File: src/rtl/bomb_squad_pkg.sv
// Bomb Squad shared definitions: game-state codes
// used by the sequencer, LED animation and displays.
package bomb_squad_pkg;

   typedef enum logic [7:0] {
      AUTH       = 8'h00,
      AUTH_OK    = 8'h01,
      AUTH_FAIL  = 8'h02,
      PLAY       = 8'h10,
      WIN_BEGIN  = 8'h20,
      WIN_END    = 8'h21,
      LOSE_BEGIN = 8'h30,
      LOSE_END   = 8'h31
   } state_t;

endpackage

File: src/rtl/tick_gen.sv
// Game-tick prescaler: one-cycle tick every DIV clocks,
// realigned to zero by a synchronous restart.
module tick_gen #(
   parameter int DIV = 50_000_000
) (
   input  logic clk,
   input  logic reset,
   input  logic restart,
   output logic tick
);

   localparam int CW = (DIV > 1) ? $clog2(DIV) : 1;
   localparam logic [CW-1:0] LAST = CW'(DIV - 1);

   logic [CW-1:0] cnt;

   assign tick = (cnt == LAST);

   // count 0..DIV-1, wrapping on tick, zeroed on restart
   always_ff @(posedge clk) begin
      if (reset || restart)
         cnt <= '0;
      else if (tick)
         cnt <= '0;
      else
         cnt <= cnt + 1'b1;
   end

endmodule

File: src/rtl/game_state_ctrl.sv
// Bomb Squad sequencer: auth attempts, countdown,
// strikes and the timed win/lose sequences.
module game_state_ctrl
   import bomb_squad_pkg::*;
#(
   parameter int TICK_DIV     = 50_000_000,
   parameter int HOLD_TICKS   = 2,
   parameter int SEQ_TICKS    = 3,
   parameter int GAME_SECONDS = 99,
   parameter int MAX_STRIKES  = 3,
   parameter int AUTH_RETRIES = 3
) (
   input  logic       clk,
   input  logic       reset,
   input  logic       auth_pass,
   input  logic       auth_fail,
   input  logic       module_solved,
   input  logic       strike,
   input  logic       ack,
   output state_t     state,
   output logic [6:0] time_left,
   output logic [1:0] strikes,
   output logic       locked
);

   localparam int HMAX =
      (HOLD_TICKS > SEQ_TICKS) ? HOLD_TICKS : SEQ_TICKS;
   localparam int HW = $clog2(HMAX + 1);

   localparam logic [HW-1:0] HOLD_LAST = HW'(HOLD_TICKS - 1);
   localparam logic [HW-1:0] SEQ_LAST  = HW'(SEQ_TICKS - 1);
   localparam logic [6:0] TIME_INIT   = 7'(GAME_SECONDS);
   localparam logic [1:0] STRIKE_MAX  = 2'(MAX_STRIKES);
   localparam logic [1:0] STRIKE_LAST = 2'(MAX_STRIKES - 1);
   localparam logic [2:0] RETRY_MAX   = 3'(AUTH_RETRIES);

   state_t          state_nx;
   logic [6:0]      time_nx;
   logic [1:0]      strikes_nx;
   logic [2:0]      fail_cnt;
   logic [2:0]      fail_nx;
   logic            locked_nx;
   logic [HW-1:0]   hcnt;
   logic            tick;
   logic            restart;
   logic            hold_done;
   logic            seq_done;
   logic            loss_strike;
   logic            loss_time;

   // prescaler realigns on every state change
   assign restart = (state_nx != state);

   tick_gen #(
      .DIV(TICK_DIV)
   ) u_tick (
      .clk(clk),
      .reset(reset),
      .restart(restart),
      .tick(tick)
   );

   assign hold_done   = tick && (hcnt == HOLD_LAST);
   assign seq_done    = tick && (hcnt == SEQ_LAST);
   assign loss_strike = strike && (strikes == STRIKE_LAST);
   assign loss_time   = tick && (time_left == 7'd1);

   // ticks elapsed in the current hold/sequence state
   always_ff @(posedge clk) begin
      if (reset || restart)
         hcnt <= '0;
      else if (tick)
         hcnt <= hcnt + 1'b1;
   end

   // state and counter registers
   always_ff @(posedge clk) begin
      if (reset) begin
         state     <= AUTH;
         time_left <= '0;
         strikes   <= '0;
         fail_cnt  <= '0;
         locked    <= 1'b0;
      end else begin
         state     <= state_nx;
         time_left <= time_nx;
         strikes   <= strikes_nx;
         fail_cnt  <= fail_nx;
         locked    <= locked_nx;
      end
   end

   // next-state and counter update in priority order
   always_comb begin
      state_nx   = state;
      time_nx    = time_left;
      strikes_nx = strikes;
      fail_nx    = fail_cnt;
      locked_nx  = locked;
      unique case (state)
         AUTH: begin
            if (auth_fail) begin
               state_nx = AUTH_FAIL;
               if (fail_cnt < RETRY_MAX)
                  fail_nx = fail_cnt + 3'd1;
            end else if (auth_pass) begin
               state_nx = AUTH_OK;
            end
         end
         AUTH_OK: begin
            if (hold_done) begin
               state_nx   = PLAY;
               time_nx    = TIME_INIT;
               strikes_nx = '0;
            end
         end
         AUTH_FAIL: begin
            if (!locked && hold_done) begin
               if (fail_cnt < RETRY_MAX)
                  state_nx = AUTH;
               else
                  locked_nx = 1'b1;
            end
         end
         PLAY: begin
            if (loss_strike || loss_time) begin
               state_nx = LOSE_BEGIN;
               if (loss_strike)
                  strikes_nx = STRIKE_MAX;
               if (loss_time)
                  time_nx = '0;
            end else if (module_solved) begin
               state_nx = WIN_BEGIN;
            end else begin
               if (strike && strikes < STRIKE_MAX)
                  strikes_nx = strikes + 2'd1;
               if (tick && time_left != 7'd0)
                  time_nx = time_left - 7'd1;
            end
         end
         WIN_BEGIN: begin
            if (seq_done)
               state_nx = WIN_END;
         end
         LOSE_BEGIN: begin
            if (seq_done)
               state_nx = LOSE_END;
         end
         WIN_END, LOSE_END: begin
            if (ack) begin
               state_nx = AUTH;
               fail_nx  = '0;
            end
         end
         default: begin
            state_nx = AUTH;
         end
      endcase
   end

endmodule

File: config.mk
export PLATFORM = sky130hd
export DESIGN_NAME = game_state_ctrl
export DESIGN_NICKNAME = d
export VERILOG_FILES = /design/src/rtl/bomb_squad_pkg.sv /design/src/rtl/tick_gen.sv /design/src/rtl/game_state_ctrl.sv
export SDC_FILE = /design/constraint.sdc
export NUM_CORES = 1
export LEC_CHECK = 0
export CAP_MARGIN = 5
export CORE_AREA = 2 2 91 76
export DETAILED_ROUTE_END_ITERATION = 12
export DIE_AREA = 0 0 93 78
export GPL_ROUTABILITY_DRIVEN = 0
export SLEW_MARGIN = 20
export SYNTH_ARGS = -nofsm -noshare
export SYNTH_HDL_FRONTEND = slang
export SYNTH_SLANG_ARGS = --single-unit
File: constraint.sdc
create_clock -name clk -period 3.4 [get_ports clk]
set_clock_uncertainty 0.2 [all_clocks]
set_input_delay 0.68 -clock clk [delete_from_list [all_inputs] [get_ports clk]]
set_output_delay 0.68 -clock clk [all_outputs]
set_load 0.01 [all_outputs]
==> impl_metrics.json, run 1 <==
{
  "status": "complete, no violations",
  "post_cts_resized": 0,
  "first_iter_violations": 101,
  "num-nets-final": 350,
  "gr-usage-all-layers_pct": 18.25,
  "start_kind": "register",
  "core_sq_um": 6246,
  "finalCritPeriodShare_pct": 86.82,
  "relSlewSlack_pct": 48.32,
  "initial_core_util_pct": 44.41,
  "via_per_inst": 5.696,
  "dp_cells": 411,
  "row_count": 26,
  "wl_per_cell_um": 15.14,
  "worstSetupPathType": "reg -> reg",
  "antenna_found_initial": 0,
  "die_w_um": 93,
  "endpoint_kind": "register",
  "final_cell_mix": "49 x dfxtp_1, 24 x clkdlybuf4s50_1, 23 x nand3_1",
  "insertion_delay_ns": 0.30,
  "cts.path.max_buffers": 2,
  "worstPathArrival_ns": 2.96,
  "wl_um": 6328,
  "synth_edf_count": 0,
  "numCtsBuffers": 5,
  "die_area_sq_um": 7254,
  "hold_violations": 0,
  "yosys_warnings": 0,
  "setup_tns_ns": 0,
  "synth_cell_types": 55,
  "overflow": 0,
  "post_dp_cell_area_sq_um": 3098,
  "layout.cells.most_common": "dfxtp_1",
  "die_h_um": 78,
  "cap_violations": 0,
  "drt-pass1-iter-count": 4,
  "syn_avg_cell_area_sq_um": 9.065,
  "n_antenna_cell": 0,
  "dp_hpwl_um": 4418,
  "cp.required_ns": 3.41,
  "hold_buffers": 0,
  "power_per_cell_area_nw_per_um2": 302.6,
  "worst_pin_slew_ns": 0.7682,
  "h-tree-depth": 2,
  "vias": 2381,
  "p_leak_uw": 0.0009995,
  "clock-root-buffer": "clkbuf_8",
  "max_freq_ghz": 0.3388,
  "cts_setup_buffers": 0,
  "synth_flop_cell": "dfxtp_1",
  "cts_tree": "done",
  "final.min_clock_period_ns": 2.952,
  "fill_cells": 617,
  "clk_pin_slew_ns": 0.09,
  "ys_async_sr_fraction_pct": 0,
  "grt_pass1_wl_um": 10850,
  "rsz0062_at_grt": "no",
  "final_cells": 418,
  "synth.cell_area_sq_um": 2774,
  "hold_slack_ns": 0.2806,
  "critical_path.max_fanout": 17,
  "pin_count": 25,
  "grt_pass1_vias": 2287,
  "drive_gt1_share_pct": 11.38,
  "grt_start_max_net_pins": 29,
  "area_growth_syn_to_layout_pct": 14.79,
  "ys_seq_area_share_pct": 35.36,
  "hp-class": "reg -> reg",
  "slew_violations": 0,
  "cts.sinks": 49,
  "drtAntennaViolNets": 0,
  "vdd_drop_max_mv": 0.1877,
  "syn_inst": 306,
  "ys_seq_elements": 49,
  "final_area_sq_um": 3184,
  "finalPower_uw": 963.6,
  "portBuffers": 24,
  "route.detailed.drc": 0,
  "final-setup-viol-count": 0
}
[cells by family after synthesis]
group	count (synthesis)	share of synthesized area (%)
buf+inv	23	4.420
compound gates	57	16.92
simple gates	141	30.90
fa+ha+maj	9	4.060
other cells	1	0.1352
xor+xnor	26	8.209
flops	49	35.36
[where the power goes]
| group | switching (uW) | internal, uW |
|---|---|---|
| sequential | 2.17 | 576 |
| clock | 192 | 162 |
| combinational | 15.6 | 15.2 |
| total | 210 | 754 |
[cell usage after synthesis, types with 3 or more instances]
cell       instances  area [sq um]
dfxtp_1           49         980.9
nand3_1           23         115.1
nor2_1            20         75.07
nor3_1            20         100.1
nand2_1           18         67.56
xnor2_1           14         122.6
a21oi_1           12         60.06
xor2_1            12         105.1
inv_1             10         37.54
ha_1               9         112.6
nand4_1            8         50.05
nor4_1             8         50.05
nor4_2             8         100.1
a31oi_1            7         43.79
o21ai_0            7         35.03
o2bb2ai_1          7         61.31
nor2b_1            6         37.54
clkbuf_1           5         18.77
and4_1             4         35.03
buf_6              4         45.04
nand3b_1           4         30.03
or2_2              4         25.02
and3_1             3         18.77
nor4b_1            3         26.28
o221a_2            3         33.78
or3_1              3         18.77
[stage by stage]
step                utilization, %  worst slack (ns)
global route                 50.98            0.2273
floorplan                        -            0.5952
global placement             49.60            0.4411
CTS                          50.98            0.4031
finish                       50.98            0.4481
detailed placement           49.60            0.3854
[worst max-delay path, stage by stage, from the launching register on]
cell,delay [ns]
dfxtp_1,0.32
or4_4,0.61
or4_4,0.59
a2111oi_4,0.46
a211oi_4,0.17
buf_4,0.27
nor4_1,0.24
[area by class of cell]
cell class	instances	area (sq um)	share of cell area (%)
inverter	10	37.54	1.179
clock buffer	7	86.33	2.711
sequential	49	980.9	30.81
tap	84	105.1	3.301
multi-input combinational	237	1682	52.81
timing repair buffer	31	292.8	9.195
[worst paths after layout]
check	start	slack, ns	to	depth (start not counted)
setup / recovery	state[6]	0.45	u_tick.cnt[20]	6
hold / removal	fail_cnt[1]	0.28	fail_cnt[1]	2
setup reg to reg	state[6]	0.45	u_tick.cnt[20]	6
hold reg to reg	fail_cnt[1]	0.28	fail_cnt[1]	2
[routing by layer]
metal,vias to the layer above,global-route usage (%),part of all wire (%)
met5,-,0,0
met4,0,5.588,1.1
met3,9,4.078,4.8
met2,55,26.67,42
met1,1129,26.63,53
li1,1188,-,-
[registers in the layout (all words and copies together) (netlist names)]
register / cells
fail_cnt: 3
hcnt: 2
locked: 1
state: 8
strikes: 2
time_left: 7
u_tick.cnt: 26
Power figures use the tool's default switching activity.
==> inputs of run 2 (changes only) <==
SKIP_CTS_REPAIR_TIMING = 1   (was default)
SLEW_MARGIN = default   (was 20)
==> results of run 2 <==
No change in the layout: final DEF, timing and power equal those of run 1.
==> inputs of run 3 (changes only) <==
GPL_TIMING_DRIVEN = 0   (was default)
==> run 3 against run 2 <==
Compared with the run above:
- sequential share of layout area fell by 1.2 points
- largest cell class unchanged
- routed wire length increased by 2.7%
- register-to-register slack got worse by 0.25 ns
- worst hold slack worse by 0.0024 ns
- cell count grew 3.8%
- critical path depth grew 4
- non-clock buffer count is 15 higher
- clock-buffer cell count fell by 1
==> impl_metrics.json, run 3 (synthesis results as in run 1) <==
{
  "status": "complete, no violations",
  "vdd_drop_max_mv": 0.2514,
  "rsz0062_at_grt": "no",
  "finalPower_uw": 1028,
  "cap_violations": 0,
  "start_kind": "register",
  "largest_reg_flops": 26,
  "n_antenna_cell": 0,
  "final-setup-viol-count": 0,
  "insertion_delay_ns": 0.30,
  "row_count": 26,
  "die_h_um": 78,
  "area_growth_syn_to_layout_pct": 19.53,
  "wl_um": 6496,
  "hold_slack_ns": 0.2782,
  "cp.required_ns": 3.38,
  "crit_start": "u_tick.cnt[0]",
  "layout.cells.most_common": "dfxtp_1",
  "hold_violations": 0,
  "worstPathArrival_ns": 3.18,
  "drtAntennaViolNets": 0,
  "first_iter_violations": 165,
  "via_per_inst": 5.583,
  "cts.path.max_buffers": 2,
  "final.min_clock_period_ns": 3.198,
  "p_leak_uw": 0.001067,
  "power_per_cell_area_nw_per_um2": 310.0,
  "hold_path_startpoint": "fail_cnt[1]",
  "core_sq_um": 6246,
  "drt-pass1-iter-count": 4,
  "max_stage_delay_ns": 0.52,
  "portBuffers": 24,
  "setup_tns_ns": 0,
  "finalCritPeriodShare_pct": 94.05,
  "clock-root-buffer": "clkbuf_8",
  "antenna_found_initial": 0,
  "die_area_sq_um": 7254,
  "initial_core_util_pct": 44.41,
  "final_area_sq_um": 3316,
  "pin_count": 25,
  "drive_gt1_share_pct": 14.29,
  "grt_start_max_net_pins": 16,
  "hp-class": "reg -> reg",
  "cts_tree": "done",
  "critical-path-slowest-cell": "a211oi_4",
  "worstSetupPathType": "reg -> reg",
  "final_cell_mix": "49 x dfxtp_1, 24 x clkdlybuf4s50_1, 23 x nand3_1",
  "grt_pass1_vias": 2269,
  "numCtsBuffers": 5,
  "cts.sinks": 49,
  "overflow": 0,
  "gr-usage-all-layers_pct": 19.05,
  "worstPathCellList": "ha_1 > and4_1 > clkbuf_1 > nand2_1 > nor3_4 > buf_4 > a2111oi_4 > a211oi_4 > buf_6 > nor4_2",
  "die_w_um": 93,
  "vias": 2423,
  "endpoint_kind": "register",
  "clk_pin_slew_ns": 0.09,
  "dp_hpwl_um": 4652,
  "grt_pass1_wl_um": 11180,
  "reg_top3": "u_tick.cnt (26), state (8), time_left (7)",
  "relSlewSlack_pct": 51.12,
  "route.detailed.drc": 0,
  "post_dp_cell_area_sq_um": 3131,
  "num-nets-final": 365,
  "top_register": "u_tick.cnt",
  "slew_violations": 0,
  "worst_pin_slew_ns": 0.7265,
  "r2r_start": "u_tick.cnt[0]",
  "max_freq_ghz": 0.3127,
  "h-tree-depth": 2,
  "wl_per_cell_um": 14.97,
  "critical_path.max_fanout": 10
}
-- run 3: cell types whose count changed in the layout (fill, tap and decap cells not counted), sizes merged --
cell / before / now
bufinv: 0 / 1
clkbuf: 7 / 12
buf: 7 / 16
clkinv: 0 / 1
-- run 3: final cells by class --
| cell class | instances | area, sq um |
|---|---|---|
| Buffer | 13 | 86.33 |
| Clock buffer | 6 | 72.57 |
| Clock inverter | 2 | 38.79 |
| Fill cell | 609 | 2930 |
| Inverter | 10 | 37.54 |
| Multi-Input combinational cell | 237 | 1687 |
| Sequential cell | 49 | 980.9 |
| Tap cell | 84 | 105.1 |
| Timing Repair Buffer | 33 | 307.8 |
-- run 3: per-layer routing --
layer  vias up  GRT usage [%]  wire length (um)
li1       1226              -                 -
met3        11          4.078               307
met4         0          5.441                69
met1      1139          29.70              3434
met2        47          25.87              2685
met5         -              0                 0
-- run 3: critical path, delay by kind of cell, from the launching register on --
family          cells  cell delay, ns
flops               1            0.40
simple gates        4            0.82
buf+inv             3            0.80
compound gates      2            0.61
fa+ha+maj           1            0.24
-- run 3: worst paths after layout --
| path | endpoint | slack [ns] | depth (start not counted) |
|---|---|---|---|
| max | u_tick.cnt[13] | 0.20 | 10 |
| min | fail_cnt[1] | 0.28 | 2 |
| max reg2reg | u_tick.cnt[13] | 0.20 | 10 |
| min reg2reg | fail_cnt[1] | 0.28 | 2 |
-- run 3: power breakdown --
group / switching (uW) / internal (uW) / total [uW]
Clock: 196 / 221 / 417
Combinational: 16.9 / 15.9 / 32.8
Sequential: 1.91 / 576 / 578
Total: 215 / 813 / 1030
-- run 3: through the flow --
step / setup slack [ns] / util [%] / instances
after floorplan: 0.5952 / - / 309
after CTS: -0.1095 / 51.90 / 425
after global placement: -0.07555 / 50.12 / 417
after global routing: 0.002098 / 53.08 / 434
final: 0.2023 / 53.08 / 434
after detailed placement: -0.08453 / 50.12 / 417
